## src/rtl/drone_pwm_pkg.sv

```systemverilog
// drone_pwm_pkg: shared constants and effort-to-pulse clamp for the ESC PWM path
package drone_pwm_pkg;
  localparam int CLK_HZ = 100_000_000;
  localparam int PULSE_W = 12;
  localparam int PID_W = 15;
  localparam int PRESCALE = CLK_HZ / 1_000_000;
  localparam int PERIOD_US = 2500;
  localparam int MIN_US = 1000;
  localparam int SPAN_US = 1000;
  localparam int PID_SHIFT = 5;
  localparam int TIMEOUT_PERIODS = 4;
  typedef logic [PULSE_W-1:0] pulse_t;
  function automatic pulse_t clamp_pulse(input logic [PID_W-1:0] pid, input int shift, input int min_us, input int span_us);
    int s;
    s = int'(pid >> shift);
    return pulse_t'(min_us + (s > span_us ? span_us : s));
  endfunction
endpackage

```

## src/rtl/throttle_pwm_gen_if.sv

```systemverilog
// throttle_pwm_gen_if: valid-qualified PID effort word from the altitude controller
interface throttle_pwm_gen_if;
  import drone_pwm_pkg::*;
  logic sink_data_valid;
  logic [PID_W-1:0] sink_pid;
  modport master (output sink_data_valid, sink_pid);
  modport slave (input sink_data_valid, sink_pid);
endinterface

```

## src/rtl/pwm_frame_timer.sv

```systemverilog
// pwm_frame_timer: 1 us prescaler and position-in-frame counter
module pwm_frame_timer import drone_pwm_pkg::*; #(
  parameter int PRESCALE = drone_pwm_pkg::PRESCALE,
  parameter int PERIOD_US = drone_pwm_pkg::PERIOD_US
) (
  input logic clk,
  input logic reset,
  output logic us_tick,
  output pulse_t per_cnt,
  output logic boundary
);
  localparam int UW = PRESCALE > 1 ? $clog2(PRESCALE) : 1;
  logic [UW-1:0] us_cnt;
  assign us_tick = us_cnt == UW'(PRESCALE - 1);
  assign boundary = us_tick && per_cnt == pulse_t'(PERIOD_US - 1);
  always_ff @(posedge clk)
    if (!reset) begin
      us_cnt <= '0;
      per_cnt <= '0;
    end else begin
      us_cnt <= us_tick ? '0 : us_cnt + 1'b1;
      if (us_tick) per_cnt <= boundary ? '0 : per_cnt + 1'b1;
    end
endmodule

```

## src/rtl/throttle_pwm_gen.sv

```systemverilog
// throttle_pwm_gen: PID effort to ESC PWM with arming and loss-of-update failsafe
module throttle_pwm_gen import drone_pwm_pkg::*; #(
  parameter int PRESCALE = drone_pwm_pkg::PRESCALE,
  parameter int PERIOD_US = drone_pwm_pkg::PERIOD_US,
  parameter int MIN_US = drone_pwm_pkg::MIN_US,
  parameter int SPAN_US = drone_pwm_pkg::SPAN_US,
  parameter int PID_SHIFT = drone_pwm_pkg::PID_SHIFT,
  parameter int TIMEOUT_PERIODS = drone_pwm_pkg::TIMEOUT_PERIODS
) (
  input logic clk,
  input logic reset,
  throttle_pwm_gen_if.slave sink,
  input logic arm,
  output logic pwm_out,
  output pulse_t source_pulse_us,
  output logic source_period_start,
  output logic failsafe
);
  localparam int WW = $clog2(TIMEOUT_PERIODS + 1);
  localparam pulse_t MIN = pulse_t'(MIN_US);
  logic us_tick, boundary, pos_moved, failsafe_next;
  pulse_t per_cnt, pend, active, frame_pulse;
  logic [WW-1:0] wdog, wdog_next;
  pwm_frame_timer #(.PRESCALE(PRESCALE), .PERIOD_US(PERIOD_US)) u_timer (
    .clk(clk),
    .reset(reset),
    .us_tick(us_tick),
    .per_cnt(per_cnt),
    .boundary(boundary)
  );
  assign source_pulse_us = active;
  always_comb begin
    wdog_next = sink.sink_data_valid ? '0 : (boundary && wdog != WW'(TIMEOUT_PERIODS)) ? wdog + 1'b1 : wdog;
    failsafe_next = !sink.sink_data_valid && (failsafe || wdog_next == WW'(TIMEOUT_PERIODS));
    frame_pulse = (failsafe_next || !arm) ? MIN : pend;
  end
  // pwm_out can only change right after per_cnt or active moves, so it is refreshed only then
  always_ff @(posedge clk)
    if (!reset) begin
      pend <= MIN;
      active <= MIN;
      pwm_out <= 1'b0;
      source_period_start <= 1'b0;
      failsafe <= 1'b1;
      wdog <= '0;
      pos_moved <= 1'b1;
    end else begin
      wdog <= wdog_next;
      failsafe <= failsafe_next;
      source_period_start <= boundary;
      pos_moved <= us_tick;
      if (sink.sink_data_valid) pend <= clamp_pulse(sink.sink_pid, PID_SHIFT, MIN_US, SPAN_US);
      if (boundary) active <= frame_pulse;
      if (pos_moved) pwm_out <= per_cnt < active;
    end
endmodule
```

## src/flat_wrapper.sv

```systemverilog
// flat-port wrapper written by rule: the top's interface ports become plain ports
module throttle_pwm_gen_flat import drone_pwm_pkg::*;
#(
  parameter int PRESCALE = drone_pwm_pkg::PRESCALE,
  parameter int PERIOD_US = drone_pwm_pkg::PERIOD_US,
  parameter int MIN_US = drone_pwm_pkg::MIN_US,
  parameter int SPAN_US = drone_pwm_pkg::SPAN_US,
  parameter int PID_SHIFT = drone_pwm_pkg::PID_SHIFT,
  parameter int TIMEOUT_PERIODS = drone_pwm_pkg::TIMEOUT_PERIODS
)
  (clk, reset, arm, pwm_out, source_pulse_us, source_period_start, failsafe, sink_sink_data_valid, sink_sink_pid);
  throttle_pwm_gen_if sink_i ();
  input logic clk;
  input logic reset;
  input logic arm;
  output logic pwm_out;
  output pulse_t source_pulse_us;
  output logic source_period_start;
  output logic failsafe;
  input wire logic [$bits(sink_i.sink_data_valid)-1:0] sink_sink_data_valid;
  input wire logic [$bits(sink_i.sink_pid)-1:0] sink_sink_pid;
  assign sink_i.sink_data_valid = sink_sink_data_valid;
  assign sink_i.sink_pid = sink_sink_pid;
  throttle_pwm_gen #(.PRESCALE(PRESCALE), .PERIOD_US(PERIOD_US), .MIN_US(MIN_US), .SPAN_US(SPAN_US), .PID_SHIFT(PID_SHIFT), .TIMEOUT_PERIODS(TIMEOUT_PERIODS)) u_core (.clk(clk), .reset(reset), .sink(sink_i), .arm(arm), .pwm_out(pwm_out), .source_pulse_us(source_pulse_us), .source_period_start(source_period_start), .failsafe(failsafe));
endmodule
```

## config.mk

```make
export PLATFORM = sky130hd
export DESIGN_NAME = throttle_pwm_gen_flat
export DESIGN_NICKNAME = d
export VERILOG_FILES = /design/src/rtl/drone_pwm_pkg.sv /design/src/rtl/throttle_pwm_gen_if.sv /design/src/rtl/pwm_frame_timer.sv /design/src/rtl/throttle_pwm_gen.sv /design/src/flat_wrapper.sv
export SDC_FILE = /design/constraint.sdc
export NUM_CORES = 1
export LEC_CHECK = 0
export ABC_AREA = 1
export CORE_MARGIN = 5
export CORE_UTILIZATION = 35
export CTS_CLUSTER_DIAMETER = 50
export DETAILED_ROUTE_END_ITERATION = 16
export REMOVE_ABC_BUFFERS = 1
export SLEW_MARGIN = 20
export SYNTH_ARGS = -nofsm -noshare
export SYNTH_HDL_FRONTEND = slang
export SYNTH_HIERARCHICAL = 1
export SYNTH_SLANG_ARGS = --single-unit
```

## constraint.sdc

```tcl
create_clock -name clk -period 2.5 [get_ports clk]
set_input_delay 0.375 -clock clk [delete_from_list [all_inputs] [get_ports clk]]
set_output_delay 0.375 -clock clk [all_outputs]
set_load 0.02 [all_outputs]
```

======== Word-level counts from Yosys, hierarchy flattened ========
Index checks and enable logic that the tools add are counted.
storage, ports and cells
  memory bits (read-only) ................. 0
  bits in writable memories ............... 0
  latch bits .............................. 0
  memories kept ........................... 0
  logic and storage cells ................. 33
  output and inout port bits .............. 15
  bits of input ports ..................... 19
  register bits ........................... 50
cells by class
  magnitude comparators ................... 2
  $add $sub $neg .......................... 4
  equality and inequality tests ........... 4
  $mul .................................... 0
  reductions and logical operators ........ 8
  bitwise gates (word level) .............. 1
  muxes and demuxes ....................... 5
  shifts and indexed selects .............. 0
  div/mod/pow operators ................... 0
operators by type and width
  cell                                           count
  two-way mux 12 bit                             2
  adder 11 x 12 -> 12 bit, first input constant  1
  adder 12 x 1 -> 12 bit, second input constant  1
  equality test 12 bit, second input constant    1
  less-than comparator 12 bit                    1
  > comparator 10 bit, second input constant     1
  two-way mux 10 bit                             1
  adder 7 x 1 -> 7 bit, second input constant    1
  equality test 7 bit, second input constant     1
  two-way mux 3 bit                              2
  adder 3 x 1 -> 3 bit, second input constant    1
  equality test 3 bit, second input constant     1
  logical AND 1 bit                              3
  inequality test 3 bit, second input constant   1
  zero test 1 bit                                2
  logical OR 1 bit                               2
  OR reduction 2 bit                             1
  inverter 1 bit                                 1

======== Logic depth before layout (Yosys ltp) ========
  depth in word-level cells ............... 10
  gate-level depth with buffers ........... 15
  depth with buffers taken out ............ 13

======== Cells and area by module ========
Netlist, hierarchy kept.
by module, submodules not included
  module            times used  cells each  area an instance (µm²)  sequential area each (µm²)
  throttle_pwm_gen  1           233         1637.8                  580.6
  pwm_frame_timer   1           137         958.4                   380.4

======== Least setup slack after synthesis ========
OpenSTA, ideal clock, no wires.
  path type ............................... in2reg
  from .................................... in sink_sink_pid[5]
  to ...................................... reg u_core.pend[9]
  path buffers ............................ 0
  library setup time ...................... 0.133 ns
  required time ........................... 2.367 ns
  stages .................................. 10
  path slack .............................. 0.607 ns
  data arrival time ....................... 1.761 ns
  cell sequence ........................... or2_0 > o21ai_0 > a21oi_1 > nor2_1 > inv_1 > ha_1 > nor3_1 > nand3_1 > o21ai_0 > o211ai_1
on the way
  word-level cells in the longest chain between the ends .. 3
RTL lines
  what                       line                    RTL
  start: declaration         flat_wrapper.sv:21      input wire logic [$bits(sink_i.sink_pid)-1:0] sink_sink_pid;
  > comparator 10 bit        drone_pwm_pkg.sv:16     return pulse_t'(min_us + (s > span_us ? span_us : s));
  two-way mux 10 bit *       drone_pwm_pkg.sv:16
  adder 11 x 12 -> 12 bit *  drone_pwm_pkg.sv:16
  end signal: assignment     throttle_pwm_gen.sv:52  if (sink.sink_data_valid) pend <= clamp_pulse(sink.sink_pid, PID_SHIFT, MIN_US, SPAN_US);
  end: declaration           throttle_pwm_gen.sv:22  pulse_t per_cnt, pend, active, frame_pulse;
Mark *: on every way between the ends. The rest lies on a longest branch, timed or not.
A chain may end at the register's enable or synchronous reset.

======== Final worst setup path ========
Same ends and word-level chain as after synthesis.

==> results.ini <==
[clocking]
cts.repair.resized=0
holdBufCountCts=0
clk_latency_ns=0.30
cts_made_buffers=5
clock_sinks=48
cts_tree=done
cts_max_level=2
clock_path_buffers=2
clkTransAtPathRegs_ns=0.09
post_cts_buffers=0
cts.root.buffer_cell=clkbuf_8

[global_route]
grt_max_degree=18
grt_antenna_before_repair=0
grt_usage_pct=13.42
grt_pass1_vias=2160
grt_pass1_wl_um=9860
grt_overflow=0

[layout]
fin_nets=433
layout-drive-gt1-share_pct=7.769
antenna_cells=0
synthToLayoutAreaGrowth_pct=19.42
fin_area_um2=3100

[drt]
drc=0
dr.pass1.iters=4
vias=2348
ant_nets=0
drt_iter0_drc=103
post_drt_wl_per_cell_um=11.38
drt-total-wl_um=5667
drt-vias-per-instance=4.715

[sta]
clock-skew-final_ns=0.009808
drv_slew=0
post-route-period-util_pct=88.27
fmax_mhz=453.2
tns_ns=0
rsz0062_at_grt=no
setup_slack_ns=0.2932
post-route-min-period_ns=2.207
hold_viol_final=0
final-setup-viol-count=0

[worst_setup_path]
crit_required_ns=2.68
critical_path_class=primary input to register
cpMostUsedCell=o21ai_0
crit_path_max_incr_delay_ns=0.42
crit_buf_inv=2
crit_path_start=sink_sink_pid[5]
start_kind=primary input
crit_chain=clkdlybuf4s50_1, or2_0, o21ai_0, a21oi_1, nor2_1, inv_1, ha_1, nor3_1, nand3_1, o21ai_0, o211ai_1
end_kind=register
r2r_start=u_core/u_timer/us_cnt[0]
worst-path-max-fanout=3
worstPathArrival_ns=2.38
slowest_stage=clkdlybuf4s50_1
path_delay_family=simple AND/OR/NAND/NOR gates

[floorplan]
dieArea_um2=9240
row_count=31
ioPinCount=34
die_w_um=96.13
dieHeight_um=96.13
core-area_um2=7253
start_util_pct=35.79

[yosys]
synth-xor-area-share_pct=1.687
ys_seq_elements=48
yosysWarnings=6
synth_top_family_by_area=simple AND/OR/NAND/NOR gates
synth_compound_area_share_pct=10.84
netlist_instances=370
synthMuxAreaShare_pct=0
synth_simple_gate_area_share_pct=30.36
ys_seq_area_share_pct=37.01
synth_cell_types=33
synth_fa_ha_area_share_pct=7.229
syn_area_per_cell_um2=7.017
synth_area_um2=2596

[place]
finalWeightedCongestion=0.8065
place_hpwl_um=4420
port_buffers=27
placed_area_um2=2972
place_ws_ns=0.0005176

[power_and_ir_drop]
p_sw_share_pct=21.27
p_int_mw=1.230
switching_power_uw=332.1
combPwrFrac_pct=7.6
peakVddDrop_v=0.0002263
cellPowerDensity_nw_per_um2=503.7
p_seq_share_pct=50.9
clockPowerShare_pct=41.6
power_leakage_nw=1.395

[job]
maxCapViolations=0

[status]
status=finished, final reports clean

[min_path]
hp-start=u_core/u_timer/us_cnt[0]
min_path_type=register to register

-- final timing paths --
check | to | slack (ns) | cells after the start
max reg2reg | u_core/source_pulse_us[10] | 0.44 | 13
min reg2reg | u_core/u_timer/us_cnt[0] | 0.45 | 1
min | u_core/u_timer/us_cnt[0] | 0.45 | 1
max | u_core/pend[9] | 0.29 | 11
-- power by group through the flow --
stage	logic, mW	clock network, mW	registers [mW]
4_1_cts	0.120	0.670	0.794
3_5_place_dp	0.119	0	0.812
2_1_floorplan	0.0571	0	0.812
6_report	0.118	0.649	0.794
3_3_place_gp	0.117	0	0.812
5_1_grt	0.135	0.706	0.797
-- final cells by class --
type	instances	area, um2
well taps	99	123.9
fillers	749	4153
flip-flops and latches	48	960.9
repair buffers	36	337.8
clock inverters	2	60.06
clock buffers	5	68.82
multi-input cells	245	1310
inverters	63	239.0
-- sequential cells by signal, indices dropped and copies added, names as in the netlist --
signal,flops
u_core/failsafe,1
u_core/pend,11
u_core/pos_moved,1
u_core/pwm_out,1
u_core/source_period_start,1
u_core/source_pulse_us,11
u_core/u_timer/per_cnt,12
u_core/u_timer/us_cnt,7
u_core/wdog,3
-- cells by family after synthesis --
| family | Yosys count |
|---|---|
| other cells | 1 |
| flops | 48 |
| xor+xnor | 5 |
| buf+inv | 77 |
| compound gates | 53 |
| simple gates | 171 |
| fa+ha+maj | 15 |
-- layout by cell type, fill, tap and decap left out, types with 2 or more instances in the layout --
cell type,count
a21oi_1,30
buf_4,9
bufinv_16,2
clkbuf_8,5
clkdlybuf4s50_1,27
dfxtp_1,48
ha_1,15
inv_1,61
nand2_1,75
nand2_2,3
nand3_1,20
nand3_2,2
nand3b_1,2
nand4_1,17
nor2_1,34
nor3_1,8
o211ai_1,2
o21ai_0,17
or2_0,2
or2_2,2
xor2_1,5
-- through the flow --
step | util (%) | total power [mW] | std cells | hold slack (ns)
after floorplan | - | 0.8692 | 356 | 0.4175
after global placement | 40.97 | 0.9286 | 491 | 0.4287
after detailed placement | 40.97 | 0.9314 | 491 | 0.4430
after CTS | 42.75 | 1.585 | 498 | 0.4587
after global routing | 42.75 | 1.638 | 498 | 0.4805
final | 42.75 | 1.562 | 498 | 0.4512
-- layer usage --
layer / vias to the layer above / GRT usage, % / part of all wire, %
met3: 7 / 3.049 / 4.1
met1: 1062 / 16.44 / 45
met2: 42 / 23.52 / 49
met5: - / 0 / 0
met4: 0 / 3.436 / 1.2
li1: 1237 / - / -
-- cells in the mapped netlist --
cell	number	area [um2]
a21o_2	1	8.760
nor3_4	1	16.27
a211o_1	1	8.760
buf_2	4	20.02
o21ai_0	17	85.08
dfxtp_1	48	960.9
conb_1	1	3.750
nor2_2	1	6.260
nor2_1	34	127.6
nand3b_1	2	15.01
nand4_1	17	106.4
inv_2	1	3.750
nor3_1	9	45.04
inv_4	1	6.260
nand2_2	3	18.77
nand3_2	2	20.02
ha_1	15	187.7
inv_1	61	229.0
and3_2	1	7.510
or2_2	2	12.51
o211ai_1	2	15.01
xor2_1	5	43.79
nand2_1	75	281.5
clkbuf_1	4	15.01
nor3b_1	1	7.510
o221ai_1	1	8.760
or2_0	2	12.51
nor2_4	1	11.26
o21ai_1	1	5.000
nand3_1	20	100.1
a21oi_1	30	150.1
buf_6	3	33.78
buf_4	3	22.52
(Power assumes the default switching activity.)
